==> config.mk <==
export PLATFORM = sky130hd
export DESIGN_NAME = mixer_seq_ctrl
export DESIGN_NICKNAME = d
export VERILOG_FILES = /design/src/rtl/mixer_seq_ctrl.sv
export SDC_FILE = /design/constraint.sdc
export NUM_CORES = 1
export LEC_CHECK = 0
export ABC_CLOCK_PERIOD_IN_PS = 2100
export BUFFER_PORTS_ARGS = -buffer_cell sky130_fd_sc_hd__buf_2
export CORE_AREA = 5 5 88 90
export DETAILED_ROUTE_END_ITERATION = 6
export DIE_AREA = 0 0 93 95
export PLACE_DENSITY_LB_ADDON = 0.08
export SLEW_MARGIN = 20
export SYNTH_ARGS = -nofsm -noshare
export SYNTH_HDL_FRONTEND = slang
export SYNTH_SLANG_ARGS = --single-unit
==> constraint.sdc <==
create_clock -name clock -period 2.1 [get_ports clock]
set_input_delay 0.105 -clock clock [delete_from_list [all_inputs] [get_ports clock]]
set_output_delay 0.105 -clock clock [all_outputs]
set_load 0.01 [all_outputs]
==> src/rtl/mixer_seq_ctrl.sv <==
// Mixer step sequencer.
// For each step 0..LAST_STEP it counts the rising edges of the pulse pin over a
// fixed gate window. It then offers the count to the UART reporter over a
// valid/ready port, and strobes uart_pulse once for each accepted report.
module mixer_seq_ctrl #(
    parameter int GATE_CYCLES = 4000,
    parameter int CNT_W       = 16,
    parameter int LAST_STEP   = 3,
    parameter int PULSE_W     = 8
) (
    input  logic             clock,
    input  logic             resetb,
    input  logic             enable,
    input  logic             pulse_in,
    output logic [4:0]       outs,
    output logic             busy,
    output logic             done,
    output logic             rpt_valid,
    input  logic             rpt_ready,
    output logic [CNT_W-1:0] rpt_data,
    output logic [4:0]       rpt_step,
    output logic             uart_pulse
);

    localparam int GW   = (GATE_CYCLES > 1) ? $clog2(GATE_CYCLES) : 1;
    localparam int PW_W = $clog2(PULSE_W + 1);

    localparam logic [GW-1:0]    GATE_LAST  = GW'(GATE_CYCLES - 1);
    localparam logic [4:0]       STEP_LAST  = 5'(LAST_STEP);
    localparam logic [PW_W-1:0]  PULSE_LOAD = PW_W'(PULSE_W);
    localparam logic [CNT_W-1:0] CNT_MAX    = '1;

    typedef enum logic [1:0] {
        S_IDLE,
        S_GATE,
        S_REPORT,
        S_DONE
    } state_e;

    state_e            state_q, state_d;
    logic [4:0]        outs_q, outs_d;
    logic [GW-1:0]     gate_cnt_q, gate_cnt_d;
    logic [CNT_W-1:0]  edge_cnt_q, edge_cnt_d;
    logic              rpt_valid_q, rpt_valid_d;
    logic [CNT_W-1:0]  rpt_data_q, rpt_data_d;
    logic [4:0]        rpt_step_q, rpt_step_d;
    logic [PW_W-1:0]   pulse_cnt_q, pulse_cnt_d;

    logic              s1_q, s2_q, s3_q;
    logic              pin_rise;
    logic [CNT_W-1:0]  edge_sum;

    // Two-flop synchroniser for the asynchronous pin, plus one flop for edge detection.
    // NOTE: registers are written with non-blocking assignments, so every flop
    // samples the value from before the edge and the shift chain stays a real chain.
    always_ff @(posedge clock or negedge resetb) begin
        if (!resetb) begin
            s1_q <= 1'b0;
            s2_q <= 1'b0;
            s3_q <= 1'b0;
        end else begin
            s1_q <= pulse_in;
            s2_q <= s1_q;
            s3_q <= s2_q;
        end
    end

    assign pin_rise = s2_q & ~s3_q;

    // State and datapath registers.
    always_ff @(posedge clock or negedge resetb) begin
        if (!resetb) begin
            state_q     <= S_IDLE;
            outs_q      <= '0;
            gate_cnt_q  <= '0;
            edge_cnt_q  <= '0;
            rpt_valid_q <= 1'b0;
            rpt_data_q  <= '0;
            rpt_step_q  <= '0;
            pulse_cnt_q <= '0;
        end else begin
            state_q     <= state_d;
            outs_q      <= outs_d;
            gate_cnt_q  <= gate_cnt_d;
            edge_cnt_q  <= edge_cnt_d;
            rpt_valid_q <= rpt_valid_d;
            rpt_data_q  <= rpt_data_d;
            rpt_step_q  <= rpt_step_d;
            pulse_cnt_q <= pulse_cnt_d;
        end
    end

    // Next-state logic: gate windowing, report handshake, step advance, and abort.
    // NOTE: every signal gets a default at the top of the block, so no path can
    // leave a signal unassigned and infer a latch.
    always_comb begin
        state_d     = state_q;
        outs_d      = outs_q;
        gate_cnt_d  = gate_cnt_q;
        edge_cnt_d  = edge_cnt_q;
        rpt_valid_d = rpt_valid_q;
        rpt_data_d  = rpt_data_q;
        rpt_step_d  = rpt_step_q;
        pulse_cnt_d = (pulse_cnt_q != '0) ? pulse_cnt_q - PW_W'(1) : '0;
        edge_sum    = (pin_rise && edge_cnt_q != CNT_MAX) ? edge_cnt_q + CNT_W'(1) : edge_cnt_q;

        if (state_q != S_IDLE && !enable) begin
            // Abort: drop any pending report without a handshake.
            state_d     = S_IDLE;
            outs_d      = '0;
            rpt_valid_d = 1'b0;
            pulse_cnt_d = '0;
        end else begin
            unique case (state_q)
                S_IDLE: begin
                    if (enable) begin
                        state_d    = S_GATE;
                        outs_d     = '0;
                        gate_cnt_d = '0;
                        edge_cnt_d = '0;
                    end
                end
                S_GATE: begin
                    // The edge seen in the last gate cycle still belongs to this window.
                    edge_cnt_d = edge_sum;
                    if (gate_cnt_q == GATE_LAST) begin
                        state_d     = S_REPORT;
                        rpt_data_d  = edge_sum;
                        rpt_step_d  = outs_q;
                        rpt_valid_d = 1'b1;
                    end else begin
                        gate_cnt_d = gate_cnt_q + GW'(1);
                    end
                end
                S_REPORT: begin
                    if (rpt_ready) begin
                        rpt_valid_d = 1'b0;
                        pulse_cnt_d = PULSE_LOAD;
                        if (outs_q == STEP_LAST) begin
                            state_d = S_DONE;
                        end else begin
                            state_d    = S_GATE;
                            outs_d     = outs_q + 5'd1;
                            gate_cnt_d = '0;
                            edge_cnt_d = '0;
                        end
                    end
                end
                S_DONE: begin
                    // Hold until enable drops, which the abort path above handles.
                end
                default: begin
                    state_d = S_IDLE;
                end
            endcase
        end
    end

    assign outs       = outs_q;
    assign busy       = (state_q == S_GATE) || (state_q == S_REPORT);
    assign done       = (state_q == S_DONE);
    assign rpt_valid  = rpt_valid_q;
    assign rpt_data   = rpt_data_q;
    assign rpt_step   = rpt_step_q;
    assign uart_pulse = (pulse_cnt_q != '0);

endmodule

==> impl_metrics.py <==
metrics = {
    "timing": {
        "whs_ps": 46.3,
        "worstMarginPinSlew_ps": 485,
        "slew_violations": 0,
        "tns_ps": 0,
        "hold_violations": 0,
        "finalCritPeriodShare_pct": 96.7,
        "post-route-worst-setup-slack_ps": 68.6,
        "slew_headroom_pct": 67.7,
        "period_needed_ps": 2030,
        "rsz0062_at_grt": "true",
        "skew_ps": 8.55,
        "setup_viol_count_final": 0,
        "timing.fmax_mhz": 492,
    },
    "layout": {
        "fin_util_pct": 63.1,
        "drive_above_1_share_pct": 30.0,
        "fin_area_mm2": 0.00441,
        "final_nets": 463,
        "instances_no_fill": 536,
        "diodes": 0,
        "area_delta_synth_final_pct": 24.6,
        "final_cell_mix": "dfrtp_1 (63), buf_4 (50), nand2_1 (44)",
        "final_common_cell": "dfrtp_1",
    },
    "grt": {
        "grt_antenna_before_repair": 0,
        "grt-ovfl-total": 0,
        "grt_pass1_wl_um": 13600,
        "grt_max_degree": 37,
        "track_usage_pct": 19.4,
        "grt_pass1_vias": 2992,
    },
    "routing": {
        "drc": 0,
        "drt_iter0_drc": 92,
        "detail_route.wl_per_cell_um": 15.1,
        "totalWireLength_um": 8110,
        "antenna_left": 0,
        "vias_per_cell": 5.68,
        "vias": 3046,
        "first_pass_iters": 4,
    },
    "floorplanning": {
        "coreArea_mm2": 0.00698,
        "start_util_pct": 50.7,
        "die-area_mm2": 0.00884,
        "num_rows": 31,
        "die_w_um": 93,
        "die_y_um": 95,
        "io-pin-count": 35,
    },
    "logic_synthesis": {
        "ys_ff_latch": 64,
        "ys_seq_area_share_pct": 45.3,
        "synth-edff-count": 0,
        "synthArstFlopShare_pct": 100,
        "synthCells": 369,
        "yosys_warnings": 0,
        "synth_flop_cell": "dfrtp_1",
        "synth_cell_type_count": 51,
        "syn_area_mm2": 0.00354,
        "avgSynthCellArea_um2": 9.59,
        "syn_nets": 383,
    },
    "clock_tree": {
        "cts.sinks": 64,
        "cts-buffers-inserted": 9,
        "cts-root-buf": "clkbuf_8",
        "cts_buffer_depth": 2,
        "h-tree-depth": 3,
        "clk_latency_ps": 350,
        "path_clk_slew_ps": 70,
        "tritoncts": "built",
    },
    "worst_hold_path": {
        "hold_path.class": "input port to flop",
        "min_path_cells": 3,
    },
    "run_status": {
        "outcome": "finished clean",
    },
    "setup_path": {
        "crit_cells": 8,
        "slowest_delay_ps": 420,
        "crit_path_top_delay_cell": "dfrtp_1",
        "cpMostUsedCell": "buf_4",
        "path_buf_inv": 2,
        "worstPathRequired_ps": 2390,
        "crit_chain": "ha_2 > nand2_4 > nor4_4 > buf_4 > nand4b_1 > buf_4 > or4_1 > nand3_1",
        "crit_path_end_kind": "flop",
        "rr_worst_depth": 8,
        "critPathKind": "flop to flop",
        "cp.arrival_ps": 2320,
        "critPathLaunchType": "flop",
        "crit_fanout": 6,
        "cpLargestDelayFamily": "simple AND/OR/NAND/NOR gates",
    },
    "power": {
        "switchingPower_mw": 1.44,
        "powerDensity_mw_per_mm2": 892,
        "pwr-share-comb_pct": 37.7,
        "vdd_ir_drop_max_uv": 831,
        "p_leak_nw": 2.11,
        "swShare_pct": 36.6,
        "finalPower_mw": 3.93,
        "clock_power_share_pct": 23.9,
        "seqPwrFrac_pct": 38.4,
        "intPower_mw": 2.49,
    },
    "place": {
        "placedInstanceArea_mm2": 0.00405,
        "pre_cts_ws_ps": -3.18,
        "routabilityCongestion": 0.860,
        "port_buffers": 34,
        "hpwl_um": 5600,
        "dp.cells": 505,
    },
    "job": {
        "maxCapViolCount": 0,
    },
}
[Yosys cell counts, types with 5 or more instances]
master     n  area (um2)
xnor2_1    8        70.1
o211ai_1   5        37.5
inv_1      8        30.0
nor2_1    24        90.1
and3_1     6        37.5
o21ai_0   29         145
nand3_1   20         100
or4_1      7        52.6
mux2_2    18         203
dfrtp_1   64        1600
nand2_1   46         173
nand4_1    8        50.1
o31ai_1    7        52.6
a22o_1    16         140
ha_1       9         113
a21oi_1   17        85.1
clkbuf_1  12        45.0
nor3_1     6        30.0
[registers in the layout, summed over array words and instances (netlist names)]
| signal | count |
|---|---|
| gate_cnt_q | 12 |
| s1_q | 1 |
| rpt_data | 16 |
| edge_cnt_q | 16 |
| rpt_step | 5 |
| state_q | 2 |
| rpt_valid | 1 |
| outs | 5 |
| s2_q | 1 |
| s3_q | 1 |
| pulse_cnt_q | 4 |
[path summary, 6_finish.rpt]
kind / to / slack (ps) / startpoint
max: gate_cnt_q[9] / 70 / gate_cnt_q[0]
min: outs[1] / 50 / rpt_ready
max reg2reg: gate_cnt_q[9] / 70 / gate_cnt_q[0]
min reg2reg: s2_q / 380 / s1_q
max in group asynchronous: s1_q / 1180 / resetb
min in group asynchronous: edge_cnt_q[9] / 250 / resetb
[worst min-delay path: stages]
cell,delay [ps]
buf_2,130
nand4_1,70
nand2_1,50
[power by group through the flow]
| stage | clock network [mW] | registers [mW] | logic [mW] |
|---|---|---|---|
| after global routing | 1.03 | 1.54 | 1.66 |
| final | 0.941 | 1.51 | 1.48 |
| after floorplan | 0 | 1.52 | 0.872 |
| after detailed placement | 0 | 1.53 | 1.36 |
| after global placement | 0 | 1.52 | 1.34 |
| after CTS | 0.969 | 1.51 | 1.37 |
[layer usage]
| metal | GRT usage (%) | vias to the layer above | wire [um] |
|---|---|---|---|
| met5 | 0 | - | 0 |
| met4 | 7.57 | 0 | 153 |
| met3 | 5.10 | 16 | 317 |
| met2 | 33.1 | 61 | 3990 |
| met1 | 23.6 | 1449 | 3660 |
| li1 | - | 1520 | - |
[timing repair]
action,4_1_cts,5_1_grt
endpoints found under the setup margin,3,20
pin swaps,1,4
endpoints found under the hold margin,21,0
gates resized for setup,0,14
gates cloned,0,1
hold buffers,2,0
buffers inserted,0,12
[cells by family (layout without fill, tap and decap cells)]
kind of cell	count (synthesis)	after routing	share of synthesized area, %
AOI/OAI and AO/OA	93	93	17.8
xor gates and xnor gates	11	11	2.72
adders and majority gates	9	9	3.18
buffers and inverters	28	113	3.18
DFF	64	64	45.3
muxes	18	18	5.73
and+or+nand+nor	146	146	22.1
[final cells by class]
class,instances,area (um2)
tap,82,103
fill,582,2570
clock inverter,3,17.5
clock buffer,13,149
sequential,64,1600
multi-input combinational,277,1880
timing repair buffer,89,622
inverter,8,30.0
No activity file was read; power rests on OpenSTA's default activity.
